===== src/rtl/usb_tx_arbiter_pkg.sv =====
// Shared definitions for the USB transmit arbiter: handshake PIDs, grant
// encodings, FSM state type and the handshake byte builder.
package usb_tx_arbiter_pkg;

    localparam logic [3:0] PID_ACK   = 4'h2;
    localparam logic [3:0] PID_NAK   = 4'hA;
    localparam logic [3:0] PID_STALL = 4'hE;

    localparam logic [1:0] GRANT_NONE = 2'd0;
    localparam logic [1:0] GRANT_HSK  = 2'd1;
    localparam logic [1:0] GRANT_CTL  = 2'd2;
    localparam logic [1:0] GRANT_BLK  = 2'd3;

    typedef enum logic [2:0] {
        ST_IDLE,
        ST_HSK,
        ST_CTL,
        ST_BLK,
        ST_GAP
    } arb_state_t;

    // A USB PID byte carries the complemented PID in its upper nibble.
    function automatic logic [7:0] hsk_pid_byte(input logic [3:0] pid);
        return {~pid, pid};
    endfunction

endpackage


===== src/rtl/usb_tx_arbiter.sv =====
// Packet-granular arbiter sharing the ULPI transmit stream between the
// handshake generator, EP0 and bulk IN, with a fixed inter-packet gap.
module usb_tx_arbiter
    import usb_tx_arbiter_pkg::*;
#(
    parameter int GAP_CYCLES = 2,
    parameter int GAP_BITS   = 4
) (
    input  logic       clock,
    input  logic       reset,
    input  logic       hsk_tvalid_i,
    output logic       hsk_tready_o,
    input  logic [3:0] hsk_tdata_i,
    input  logic       ctl_tvalid_i,
    output logic       ctl_tready_o,
    input  logic       ctl_tlast_i,
    input  logic [7:0] ctl_tdata_i,
    input  logic       blk_tvalid_i,
    output logic       blk_tready_o,
    input  logic       blk_tlast_i,
    input  logic [7:0] blk_tdata_i,
    output logic       m_tvalid_o,
    input  logic       m_tready_i,
    output logic       m_tlast_o,
    output logic [7:0] m_tdata_o,
    output logic [1:0] grant_o,
    output logic       busy_o
);

    localparam logic [GAP_BITS-1:0] GAP_LOAD =
        GAP_BITS'(GAP_CYCLES > 0 ? GAP_CYCLES - 1 : 0);

    arb_state_t          state_reg, state_next;
    logic [GAP_BITS-1:0] gap_cnt_reg, gap_cnt_next;
    logic                rr_reg, rr_next;   // 0: ctl wins a data tie, 1: blk
    logic                pkt_done;

    always_ff @(posedge clock) begin
        if (reset) begin
            state_reg   <= ST_IDLE;
            gap_cnt_reg <= '0;
            rr_reg      <= 1'b0;
        end else begin
            state_reg   <= state_next;
            gap_cnt_reg <= gap_cnt_next;
            rr_reg      <= rr_next;
        end
    end

    always_comb begin
        state_next   = state_reg;
        gap_cnt_next = gap_cnt_reg;
        rr_next      = rr_reg;
        pkt_done     = 1'b0;
        hsk_tready_o = 1'b0;
        ctl_tready_o = 1'b0;
        blk_tready_o = 1'b0;
        m_tvalid_o   = 1'b0;
        m_tlast_o    = 1'b0;
        m_tdata_o    = 8'h00;
        grant_o      = GRANT_NONE;
        busy_o       = (state_reg != ST_IDLE);

        case (state_reg)
            ST_IDLE: begin
                if (hsk_tvalid_i)
                    state_next = ST_HSK;
                else if (ctl_tvalid_i && (!blk_tvalid_i || !rr_reg))
                    state_next = ST_CTL;
                else if (blk_tvalid_i)
                    state_next = ST_BLK;
            end
            ST_HSK: begin
                m_tvalid_o   = 1'b1;
                m_tlast_o    = 1'b1;
                m_tdata_o    = hsk_pid_byte(hsk_tdata_i);
                hsk_tready_o = m_tready_i;
                grant_o      = GRANT_HSK;
                pkt_done     = m_tready_i;
            end
            ST_CTL: begin
                m_tvalid_o   = ctl_tvalid_i;
                m_tlast_o    = ctl_tlast_i;
                m_tdata_o    = ctl_tdata_i;
                ctl_tready_o = m_tready_i;
                grant_o      = GRANT_CTL;
                if (ctl_tvalid_i && m_tready_i && ctl_tlast_i) begin
                    pkt_done = 1'b1;
                    rr_next  = 1'b1;
                end
            end
            ST_BLK: begin
                m_tvalid_o   = blk_tvalid_i;
                m_tlast_o    = blk_tlast_i;
                m_tdata_o    = blk_tdata_i;
                blk_tready_o = m_tready_i;
                grant_o      = GRANT_BLK;
                if (blk_tvalid_i && m_tready_i && blk_tlast_i) begin
                    pkt_done = 1'b1;
                    rr_next  = 1'b0;
                end
            end
            ST_GAP: begin
                if (gap_cnt_reg == '0)
                    state_next = ST_IDLE;
                else
                    gap_cnt_next = gap_cnt_reg - GAP_BITS'(1);
            end
            default: state_next = ST_IDLE;
        endcase

        if (pkt_done) begin
            if (GAP_CYCLES == 0) begin
                state_next = ST_IDLE;
            end else begin
                state_next   = ST_GAP;
                gap_cnt_next = GAP_LOAD;
            end
        end
    end

endmodule


===== config.mk =====
export PLATFORM = sky130hd
export DESIGN_NAME = usb_tx_arbiter
export DESIGN_NICKNAME = d
export VERILOG_FILES = /design/src/rtl/usb_tx_arbiter_pkg.sv /design/src/rtl/usb_tx_arbiter.sv
export SDC_FILE = /design/constraint.sdc
export NUM_CORES = 1
export LEC_CHECK = 0
export CORE_ASPECT_RATIO = 1.5
export CORE_UTILIZATION = 33
export CTS_CLUSTER_DIAMETER = 30
export DETAILED_ROUTE_END_ITERATION = 8
export PLACE_DENSITY = 0.82
export SYNTH_ARGS = -nofsm -noshare
export SYNTH_HDL_FRONTEND = slang
export SYNTH_SLANG_ARGS = --single-unit

===== constraint.sdc =====
create_clock -name clock -period 1.4 [get_ports clock]
set_input_delay 0.35 -clock clock [delete_from_list [all_inputs] [get_ports clock]]
set_output_delay 0.35 -clock clock [all_outputs]
set_load 0.1 [all_outputs]

==> results.tsv <==
metric	value	unit
final core occ	91.81	%
Worst Path Arrival	1.57	ns
Clk pin slew, worst setup/hold paths	0.06	ns
number of CTS-inserted buffers	3	
WP data required	1.05	ns
worst-case reg-to-reg path depth	6	
outcome	complete, but fails checks	
min Tclk post-route	1.915	ns
Max-slew headroom	79.03	%
sequence of cells on the critical path	buf_4 -> buf_4 -> mux2i_1 -> o22ai_2 -> nor2b_4 -> buf_12	
hold path startpoint	rr_reg	
IO Port Bufs	43	
clock share of power	9.1	%
most frequent cells in the layout	buf_4 (24), clkdlybuf4s50_1 (22), buf_12 (17)	
Max Slew Vio Count	0	
IO Pins	44	
DR vias/cell	5.627	
hold_ws	0.5221	ns
Crit-path slowest cell	dfxtp_4	
pwr/cell area	1051	nW/um^2
largest net degree at the start of global routing	13	
Final WS setup	-0.5154	ns
CTS sink cnt	8	
RSZ-0062 raised after global routing	true	
failing checks	negative setup slack	
Tot GR Track Use	30.10	%
WHS Endpoint	rr_reg	
critical path's most frequent cell	buf_4	
Core Footprint	2077	sq um
row count	20	
number of global-route vias before repair	1101	
Gate Count Post-Synth	97	
Int Power	0.001009	W
CP max FO	5	
max FFs per register	4	
DP HPWL	2291	microns
hold buffers post-CTS	0	
area delta synth->final	158.3	%
vias	1086	
initial DRC count	27	
Comb power frac	77.3	%
Hold Path Class	reg -> reg	
sequential area share after synthesis	21.69	%
Pleak	0.7714	nW
chip width	40.62	microns
initial core utilization	35.54	%
Final ANT Viol Nets	0	
Synth cell types	34	
final period utilization	136.8	%
FF+latch count, synth	8	
Post-Syn Nets	127	
Fmax	522.1	MHz
initial antenna violation count	0	
area of the die	2434	sq um
max-cap violation count	0	
final setup vio count	24	
n_diodes	0	
Remaining Overflow, GRT	0	
Critical Path Source Type	flop	
share of layout cells above drive strength 1	58.48	%
drt total wl	4147	microns
P_sw	0.0009949	W
yosys warns	0	
Final Skew	0.001462	ns
Sequential Power Share	13.6	%
switching part of the total	49.66	%
CP Capture Type	output pin	
# nets final	203	
first-pass GRT wire length	4988	microns
Worst-Margin Slew	0.3125	ns
hold depth	2	
DR pass1 iterations	4	
reg2reg end	gap_cnt_reg[1]	
worst vdd ir	820.8	uV
deepest clock path buffer count	2	
synthesized area	738.2	sq um
CP Class	reg -> out	
CTS Root Cell	clkbuf_4	
Final Wtd Congestion	0.9126	
worst reg2reg setup slack	-0.28	ns
H-tree levels	1	
Residual DRC	0	
wire per inst	21.49	microns
final hold violation count	0	
CTS tree	yes	
crit-path max cell delay	0.39	ns
commonest non-fill, non-tap cell in the layout	buf_4	
RR Startpoint	state_reg[0]	
Syn Area/Cell	7.610	sq um
Die Y	59.93	microns
clock latency on the worst-skew pair	0.25	ns
-- critical path: cells and delay by family (launching register included) --
kind	cells	cell delay, ns
AO/OA/AOI/OAI	1	0.09
buffers and inverters	3	0.44
flip-flops	1	0.39
multiplexers	1	0.26
AND/OR/NAND/NOR	1	0.14
-- power groups by stage --
stage / Combinational (W) / Clock [W] / Sequential [W]
2_1_floorplan: 0.000855 / 0 / 0.000261
5_1_grt: 0.00159 / 0.000195 / 0.000274
4_1_cts: 0.00143 / 0.000186 / 0.000267
6_report: 0.00155 / 0.000182 / 0.000273
3_3_place_gp: 0.00131 / 0 / 0.000281
3_5_place_dp: 0.00133 / 0 / 0.000283
-- metal layers --
layer | GRT usage, % | vias to the layer above | wire length (microns)
met2 | 56.24 | 60 | 2236
met1 | 25.69 | 519 | 1471
met4 | 16.67 | 0 | 146
li1 | - | 492 | -
met3 | 8.922 | 15 | 292
met5 | 0 | - | 0
-- metrics by stage --
stage	instances	total power, W	setup WS [ns]	setup TNS [ns]	area (sq um)
3_5_place_dp	177	0.001616	-0.4180	-7.068	1630
4_1_cts	187	0.001884	-0.3800	-5.364	1779
2_1_floorplan	97	0.001116	-0.4671	-4.621	917.1
3_3_place_gp	177	0.001587	-0.3669	-6.196	1630
6_report	193	0.002003	-0.5154	-7.471	1907
5_1_grt	193	0.002062	-0.5444	-8.749	1907
-- repair_timing --
action,4_1_cts,5_1_grt
gates cloned,0,1
pin swaps,7,12
resized for setup,24,18
buffers inserted,7,6
setup endpoints to repair,24,24
-- worst max-delay path by stage --
stage | slack, ns | end | from | cells after the start
6_report | -0.52 | m_tdata_o[7] | state_reg[0] | 6
4_1_cts | -0.38 | m_tdata_o[3] | state_reg[0] | 6
3_3_place_gp | -0.37 | gap_cnt_reg[1] | m_tready_i | 5
3_5_place_dp | -0.42 | gap_cnt_reg[1] | m_tready_i | 5
5_1_grt | -0.54 | m_tdata_o[7] | state_reg[0] | 6
2_1_floorplan | -0.47 | ctl_tready_o | state_reg[2] | 3
-- kinds of logic (layout without fill, tap and decap cells) --
group | Yosys count | after routing | share of synthesized area, %
xor+xnor | 2 | 2 | 2.373
flops | 8 | 8 | 21.69
compound gates | 21 | 21 | 19.32
simple gates | 46 | 46 | 34.24
buf+inv | 9 | 83 | 6.779
fa+ha+maj | 2 | 2 | 3.389
mux | 9 | 9 | 12.20
-- synth_stat cells --
library cell | count | area, sq um
nor2b_1 | 5 | 31.28
and3_4 | 1 | 11.26
clkbuf_1 | 3 | 11.26
and3b_1 | 1 | 8.760
nand2_1 | 3 | 11.26
o22ai_1 | 2 | 12.51
or3b_1 | 1 | 8.760
nor3_1 | 4 | 20.02
nor4_1 | 1 | 6.260
nor2_1 | 17 | 63.81
and4b_4 | 1 | 13.76
ha_1 | 2 | 25.02
nand3_1 | 3 | 15.01
or3_1 | 1 | 6.260
buf_6 | 2 | 22.52
o22a_1 | 2 | 17.52
o21ai_1 | 2 | 10.01
xnor2_1 | 1 | 8.760
a21oi_1 | 11 | 55.05
nand4b_1 | 1 | 8.760
buf_2 | 1 | 5.000
a2111oi_4 | 1 | 27.53
dfxtp_1 | 8 | 160.2
nand2b_1 | 4 | 25.02
o21ai_0 | 1 | 5.000
and3_2 | 1 | 7.510
inv_1 | 2 | 7.510
nand4_1 | 1 | 6.260
xor2_1 | 1 | 8.760
o21a_1 | 1 | 7.510
a21boi_1 | 1 | 7.510
or2_4 | 1 | 8.760
mux2i_1 | 9 | 90.09
inv_2 | 1 | 3.750
-- layout make-up --
type,count,area (sq um)
Sequential cell,8,170.2
Tap cell,22,27.53
Timing Repair Buffer,77,918.4
Inverter,3,13.76
Multi-Input combinational cell,80,754.5
Clock buffer,3,22.52
Fill cell,76,170.2
(Power assumes the default switching activity.)
